--- config.mk ---
export PLATFORM = sky130hd
export DESIGN_NAME = uart_rx_flat
export DESIGN_NICKNAME = d
export VERILOG_FILES = /design/src/rtl/uart_rx_if.sv /design/src/rtl/uart_rx.sv /design/src/flat_wrapper.sv
export SDC_FILE = /design/constraint.sdc
export NUM_CORES = 1
export LEC_CHECK = 0
export CORE_UTILIZATION = 27
export CTS_BUF_LIST = sky130_fd_sc_hd__clkbuf_8 sky130_fd_sc_hd__clkbuf_16
export DETAILED_ROUTE_END_ITERATION = 6
export SYNTH_ARGS = -nofsm -noshare
export SYNTH_HDL_FRONTEND = slang
export SYNTH_SLANG_ARGS = --single-unit
--- constraint.sdc ---
create_clock -name clk -period 3.25 [get_ports clk]
set_input_delay 0.4875 -clock clk [delete_from_list [all_inputs] [get_ports clk]]
set_output_delay 0.4875 -clock clk [all_outputs]
set_load 0.03 [all_outputs]
--- src/rtl/uart_rx_if.sv ---
// Byte-side and line-side signals of the 8N1 UART receiver.
// The slave modport is the receiver; the master modport is the line driver / byte consumer.
interface uart_rx_if;
  logic       rx;
  logic [7:0] data;
  logic       rx_valid;
  logic       frame_err;
  logic       busy;

  modport master (
    output rx,
    input  data,
    input  rx_valid,
    input  frame_err,
    input  busy
  );

  modport slave (
    input  rx,
    output data,
    output rx_valid,
    output frame_err,
    output busy
  );
endinterface

--- src/rtl/uart_rx.sv ---
// 8N1 UART receiver: 2-flop synchroniser, mid-bit sampling from a clock-divided
// bit timer, LSB-first deserialisation, one-cycle rx_valid / frame_err pulses.
module uart_rx #(
  parameter int unsigned BAUD_RATE   = 115_200,
  parameter int unsigned CLOCK_SPEED = 50_000_000
) (
  input logic     clk,
  input logic     rst,
  uart_rx_if.slave bus
);

  localparam int unsigned BAUD_WIDTH = CLOCK_SPEED / BAUD_RATE;
  localparam int unsigned HALF_WIDTH = BAUD_WIDTH / 2;
  localparam int unsigned CW         = $clog2(BAUD_WIDTH);

  localparam logic [CW-1:0] BAUD_LAST = CW'(BAUD_WIDTH - 1);
  localparam logic [CW-1:0] HALF_LAST = CW'(HALF_WIDTH - 1);

  typedef enum logic [2:0] {
    IDLE,
    START,
    DATA,
    STOP,
    WAIT_HIGH
  } state_t;

  state_t        state;
  logic [1:0]    sync;
  logic          rx_s;
  logic [CW-1:0] cnt;
  logic [2:0]    bit_idx;
  logic [7:0]    shift;
  logic [7:0]    data_q;
  logic          valid_q;
  logic          ferr_q;
  logic          busy_q;

  assign rx_s          = sync[1];
  assign bus.data      = data_q;
  assign bus.rx_valid  = valid_q;
  assign bus.frame_err = ferr_q;
  assign bus.busy      = busy_q;

  // Synchroniser, bit timer, frame FSM and registered outputs.
  // busy is updated on every transition alongside state so it tracks state != IDLE
  // without a combinational decode on the output.
  always_ff @(posedge clk or posedge rst) begin
    if (rst) begin
      sync    <= '1;
      state   <= IDLE;
      cnt     <= '0;
      bit_idx <= '0;
      shift   <= '0;
      data_q  <= '0;
      valid_q <= 1'b0;
      ferr_q  <= 1'b0;
      busy_q  <= 1'b0;
    end else begin
      sync    <= {sync[0], bus.rx};
      valid_q <= 1'b0;
      ferr_q  <= 1'b0;
      case (state)
        IDLE: begin
          if (!rx_s) begin
            state  <= START;
            cnt    <= '0;
            busy_q <= 1'b1;
          end
        end
        START: begin
          if (cnt == HALF_LAST) begin
            cnt     <= '0;
            bit_idx <= '0;
            if (!rx_s) begin
              state <= DATA;
            end else begin
              state  <= IDLE;
              busy_q <= 1'b0;
            end
          end else begin
            cnt <= cnt + 1'b1;
          end
        end
        DATA: begin
          if (cnt == BAUD_LAST) begin
            cnt            <= '0;
            shift[bit_idx] <= rx_s;
            if (bit_idx == 3'd7) begin
              state <= STOP;
            end else begin
              bit_idx <= bit_idx + 1'b1;
            end
          end else begin
            cnt <= cnt + 1'b1;
          end
        end
        STOP: begin
          if (cnt == BAUD_LAST) begin
            cnt <= '0;
            if (rx_s) begin
              data_q  <= shift;
              valid_q <= 1'b1;
              state   <= IDLE;
              busy_q  <= 1'b0;
            end else begin
              ferr_q <= 1'b1;
              state  <= WAIT_HIGH;
            end
          end else begin
            cnt <= cnt + 1'b1;
          end
        end
        WAIT_HIGH: begin
          if (rx_s) begin
            state  <= IDLE;
            busy_q <= 1'b0;
          end
        end
        default: begin
          state  <= IDLE;
          busy_q <= 1'b0;
        end
      endcase
    end
  end

endmodule
--- src/flat_wrapper.sv ---
// flat-port wrapper written by rule: the top's interface ports become plain ports
module uart_rx_flat 
#(
  parameter int unsigned BAUD_RATE   = 115_200,
  parameter int unsigned CLOCK_SPEED = 50_000_000
)
  (clk, rst, bus_rx, bus_data, bus_rx_valid, bus_frame_err, bus_busy);
  uart_rx_if bus_i ();
  input logic clk;
  input logic rst;
  input wire logic [$bits(bus_i.rx)-1:0] bus_rx;
  output wire logic [$bits(bus_i.data)-1:0] bus_data;
  output wire logic [$bits(bus_i.rx_valid)-1:0] bus_rx_valid;
  output wire logic [$bits(bus_i.frame_err)-1:0] bus_frame_err;
  output wire logic [$bits(bus_i.busy)-1:0] bus_busy;
  assign bus_i.rx = bus_rx;
  assign bus_data = bus_i.data;
  assign bus_rx_valid = bus_i.rx_valid;
  assign bus_frame_err = bus_i.frame_err;
  assign bus_busy = bus_i.busy;
  uart_rx #(.BAUD_RATE(BAUD_RATE), .CLOCK_SPEED(CLOCK_SPEED)) u_core (.clk(clk), .rst(rst), .bus(bus_i));
endmodule
# Word-level counts from Yosys, hierarchy flattened
# Index checks and enable logic that the tools add are counted.
dict set report word_totals {
  regBits 36
  latch_bits 0
  ram_bits 0
  romBits 0
  inputBits 3
  out_inout_bits 11
  word_cells 70
  mem_count 0
}
dict set report classes {
  addsub 2
  n_mul 0
  div 0
  magnitude_cmp 2
  n_eq_ne 14
  shift 0
  muxes 31
  n_bitwise 1
  reduce_logical 11
}
# operator count
set ops {}
lappend ops {{2-to-1 mux 3 bit} 10}
lappend ops {{2-to-1 mux 9 bit} 3}
lappend ops {{one-hot mux 9 bit (3 select lines)} 1}
lappend ops {{one-hot mux 3 bit (5 select lines)} 1}
lappend ops {{2-to-1 mux 1 bit} 11}
lappend ops {{!= test 2 x 1 -> 1 bit, second input constant} 5}
lappend ops {{adder 9 x 1 -> 9 bit, second input constant} 1}
lappend ops {{equality test 9 x 8 -> 1 bit, second input constant} 1}
lappend ops {{equality test 9 bit, second input constant} 1}
lappend ops {{bitwise mux 8 bit} 1}
lappend ops {{AND reduction 4 bit} 2}
lappend ops {{equality test 3 x 2 -> 1 bit, second input constant} 2}
lappend ops {{equality test 3 bit, second input constant} 2}
lappend ops {{one-hot mux 3 bit (2 select lines)} 1}
lappend ops {{AND reduction 6 bit} 1}
lappend ops {{one-hot mux 1 bit (5 select lines)} 1}
lappend ops {{< comparator 3 x 4 -> 1 bit, second input constant} 1}
lappend ops {{!= test 2 bit, second input constant} 2}
lappend ops {{AND reduction 2 bit} 2}
lappend ops {{adder 3 x 1 -> 3 bit, second input constant} 1}
lappend ops {{demux 1 bit (select 3 bit)} 1}
lappend ops {{equality test 3 x 1 -> 1 bit, second input constant} 1}
lappend ops {{>= comparator 3 x 1 -> 1 bit, second input constant} 1}
lappend ops {{zero test 3 bit} 1}
lappend ops {{other kinds (7)} 7}

# Logic depth before layout (Yosys ltp)
dict set report logic_depth {
  ltp_word 5
  depth_mapped 7
  mapped_depth_nobuf 6
}

# Least setup slack after synthesis
# Ideal clock, no wire load.
dict set report synth_path {
  path_type {reg2reg}
  start {reg u_core.cnt[1]}
  end {reg u_core.shift[1]}
  setup_time_ns 0.128
  t_arrival_ns 1.842
  required_time_ns 3.122
  slack_ns 1.281
  stages_incl_launch_ff 7
  path_buffers 0
  period_less_slack_ns 1.969
  path_cell_list {dfrtp_1 inv_1 ha_1 nand4b_1 or4_4 nor3_1 mux2_1}
}
dict set report synth_between {
  elab_chain_cells 2
}
# item line_no
set synth_lines {}
lappend synth_lines {{start, declared} uart_rx.sv:30} ;# logic [CW-1:0] cnt;
lappend synth_lines {{start signal, assigned} uart_rx.sv:81} ;# cnt <= cnt + 1'b1;
lappend synth_lines {{start signal, assigned} uart_rx.sv:94} ;# cnt <= cnt + 1'b1;
lappend synth_lines {{start signal, assigned} uart_rx.sv:110} ;# cnt <= cnt + 1'b1;
lappend synth_lines {{equality test 9 bit} uart_rx.sv:85} ;# if (cnt == BAUD_LAST) begin
lappend synth_lines {{AND reduction 2 bit (no source line)} --}
lappend synth_lines {{end signal, assigned by index} uart_rx.sv:87} ;# shift[bit_idx] <= rx_s;
lappend synth_lines {{end, declared} uart_rx.sv:32} ;# logic [7:0] shift;
# No other way between the ends.
# A chain may end at the register's enable or synchronous reset.

# Final worst setup path
dict set report layout_path {
  start {reg u_core.cnt[1]}
  end {reg u_core.state[0]}
}
dict set report layout_between {
  elab_chain_cells 3
  word_cells_on_any_way 6
  cone_classes {5 x eq/ne; 1 x reduce/logical}
}
# item line_no
set layout_lines {}
lappend layout_lines {{equality test 9 bit / equality test 9 x 8 -> 1 bit (equally long branches)} {uart_rx.sv:85, uart_rx.sv:98, uart_rx.sv:71}}
lappend layout_lines {{!= test 2 x 1 -> 1 bit (no source line)} --}
lappend layout_lines {{AND reduction 6 bit (no source line) *} --}
lappend layout_lines {{end signal, assigned} uart_rx.sv:89} ;# state <= STOP;
lappend layout_lines {{end signal, assigned} uart_rx.sv:103} ;# state <= IDLE;
lappend layout_lines {{end signal, assigned} uart_rx.sv:107} ;# state <= WAIT_HIGH;
lappend layout_lines {{end, declared} uart_rx.sv:27} ;# state_t state;
# Every way passes the cells marked *; elsewhere a longest branch is shown, timed or not.

==> impl_metrics.ini <==
[status]
outcome = finished, violations left
violations = DRC

[setup_path]
reg2regPathDepth = 6
r2r-end = u_core.state[0]
critPathCaptureType = register
startpoint = u_core.cnt[1]
start_kind = register
critPathRequiredTime_ns = 3.42
reg2reg_from = u_core.cnt[1]
reg2reg_slack_ns = 0.98
critPathMaxFanout = 13
arrival_ns = 2.44
path_class = register to register

[pwr]
combPwrFrac_pct = 1.2
p_seq_share_pct = 45.0
p_int_mw = 0.8372
powerDensity_nw_per_um2 = 465.2
power_switching_mw = 0.1698
p_leak_nw = 0.9445
clkPwrFrac_pct = 53.8
swShare_pct = 16.86
ir_drop_mv = 0.1993

[floorplanning]
die_x_um = 83.89
rows = 29
ioPinCount = 14
die_y_um = 83.89
coreArea_um2 = 6422
start_util_pct = 28.19
die_area_um2 = 7037

[synth]
synth_edf_count = 0
async_flop_share_pct = 100.0
seq_area_frac_synth_pct = 49.90
synthFlopType = dfrtp_1
synth.avg_cell_area_um2 = 10.78
syn_nets = 176
syn_inst = 168
synth_seq_cells = 36
yosysWarningCount = 0
synth_cell_type_count = 43
synthesis.area_um2 = 1810

[finish]
nFillCells = 642
drive_above_1_share_pct = 19.02
nets = 191
antenna_cells = 0
seq_area_um2 = 903.4
finalNonFillerCells = 261
area_delta_synth_final_pct = 19.56
multiInputGateArea_um2 = 838.3
utilization_pct = 33.70

[route]
finalWirelength_um = 3443
via_per_inst = 4.962
ant_nets = 0
dr.pass1.iters = 6
vias = 1295
detail_route.wl_per_cell_um = 13.19
drt_iter0_drc = 59
drc = 3

[sta]
setup_viol = 0
hold_ws_ns = 0.3562
hold_viol = 0
rsz0062_at_grt = false
period_minus_slack_ns = 2.271
slew_viol_final = 0
period_share_pct = 69.87
clock_skew_ns = 0.006407
fin_tns_setup_ns = 0
maxSlewHeadroom_pct = 54.35
fmax_mhz = 440.4
worst_pin_slew_ns = 0.6811

[clock_tree]
cts_tree = yes
clkTransAtPathRegs_ns = 0.07
clock_sink_count = 36
cts_made_buffers = 5
cts_buffer_depth = 2
cts_root_buffer = clkbuf_8
htree_levels = 2
holdBufCountCts = 0
cts_setup_buffers = 0
cts_resized = 0
clkLatencyLatePin_ns = 0.29

[global_route]
grt-ovfl-total = 0
grt_pass1_wl_um = 6168
grt_pass1_vias = 1292
track_usage_pct = 10.98
grt_max_degree = 37
antenna_found_initial = 0

[placed_design]
gp_congestion = 0.7595
dp_hpwl_um = 2433
io_buffer_count = 13
post-place-cells = 253

[hold_path]
hold_path_depth = 0
worstHoldStart = u_core.sync[0]
holdPathEnd = u_core.sync[1]
hp-class = register to register

[job]
drv_cap = 0
==> layout by cell type, fill, tap and decap left out, types with 2 or more instances in the layout <==
cell / instances
o21ai_0: 8
nand3_1: 7
nor2b_1: 3
mux2i_1: 2
dfstp_2: 2
bufinv_16: 3
clkbuf_8: 5
nor3_1: 8
nor2_1: 8
o22ai_1: 3
mux2_1: 4
dfrtp_1: 34
ha_1: 5
nor4_1: 4
o211ai_1: 4
inv_1: 8
clkdlybuf4s50_1: 13
a21oi_1: 6
nand2_1: 18
a2111oi_0: 2
mux2_2: 14
==> flip-flops by register name, indices dropped and copies added, names as in the netlist <==
| register | count |
|---|---|
| u_core.sync | 2 |
| u_core.bus.frame_err | 1 |
| u_core.bus.data | 8 |
| u_core.shift | 8 |
| u_core.bit_idx | 3 |
| u_core.bus.busy | 1 |
| u_core.state | 3 |
| u_core.bus.rx_valid | 1 |
| u_core.cnt | 9 |
==> worst max-delay path by stage <==
| stage | to | depth (start not counted) | slack (ns) |
|---|---|---|---|
| 3_5_place_dp | u_core.state[0] | 6 | 1.03 |
| 2_1_floorplan | u_core.shift[1] | 6 | 1.28 |
| 4_1_cts | u_core.state[0] | 6 | 1.01 |
| 5_1_grt | u_core.state[0] | 6 | 0.87 |
| 3_3_place_gp | u_core.state[0] | 6 | 1.13 |
| 6_report | u_core.state[0] | 6 | 0.98 |
==> synthesized netlist by cell type (2+ instances only) <==
library cell   n  area share (%)
mux2_2        14             8.7
a2111oi_0      2            0.97
nand3_1        7             1.9
mux2_1         4             2.5
buf_6          2             1.2
o211ai_1       4             1.7
dfstp_2        2             2.9
a21oi_1        6             1.7
ha_1           5             3.5
o22ai_1        3             1.0
o21ai_0        8             2.2
nor4_1         4             1.4
mux2i_1        2             1.1
nor3_1         8             2.2
nor2b_1        3             1.0
dfrtp_1       34              47
inv_1          8             1.7
nor2_1         8             1.7
nand2_1       18             3.7
clkbuf_1       3            0.62
==> cell families (layout without fill, tap and decap cells) <==
group                      count (synthesis)  count (layout)  share of synthesized area, %
buffers and inverters                     14              30                         3.801
DFF                                       36              36                         49.90
and+or+nand+nor                           63              63                         19.77
AOI/OAI and AO/OA                         30              30                         10.78
adders and majority gates                  5               5                         3.455
muxes                                     20              20                         12.30
==> power groups by stage <==
| stage | clock [mW] | combinational, mW | sequential (mW) |
|---|---|---|---|
| global placement | 0 | 0.0131 | 0.462 |
| floorplan | 0 | 0.00830 | 0.460 |
| global route | 0.574 | 0.0144 | 0.453 |
| detailed placement | 0 | 0.0132 | 0.462 |
| CTS | 0.555 | 0.0131 | 0.453 |
| finish | 0.542 | 0.0121 | 0.453 |
==> final cells by class <==
| cell class | count | share of cell area, % |
|---|---|---|
| well taps | 77 | 4.451 |
| flip-flops and latches | 36 | 41.73 |
| repair buffers | 14 | 6.358 |
| inverters | 8 | 1.387 |
| multi-input cells | 118 | 38.73 |
| clock buffers | 5 | 3.179 |
| clock inverters | 3 | 4.162 |
==> per-stage QoR <==
| stage | setup slack, ns | total power, mW | area (um^2) |
|---|---|---|---|
| floorplan | 1.281 | 0.4680 | 1810 |
| global placement | 1.133 | 0.4749 | 2006 |
| detailed placement | 1.028 | 0.4750 | 2006 |
| CTS | 1.015 | 1.021 | 2165 |
| global route | 0.8717 | 1.042 | 2165 |
| finish | 0.9792 | 1.007 | 2165 |
==> metal layers <==
metal / share of wire [%] / wire [um] / vias up / track usage [%]
met5: 0 / 0 / - / 0
met4: 0.55 / 19 / 0 / 3.762
met2: 50 / 1707 / 27 / 17.88
met1: 46 / 1579 / 626 / 13.95
li1: - / - / 640 / -
met3: 4.0 / 136 / 2 / 3.066
==> critical path, stage by stage, from the launching register on <==
cell	delay, ns
dfrtp_1	0.40
inv_1	0.11
ha_1	0.17
nand4b_1	0.23
o21a_1	0.39
nor2_1	0.44
mux2_2	0.40
No activity file was read; power rests on OpenSTA's default activity.
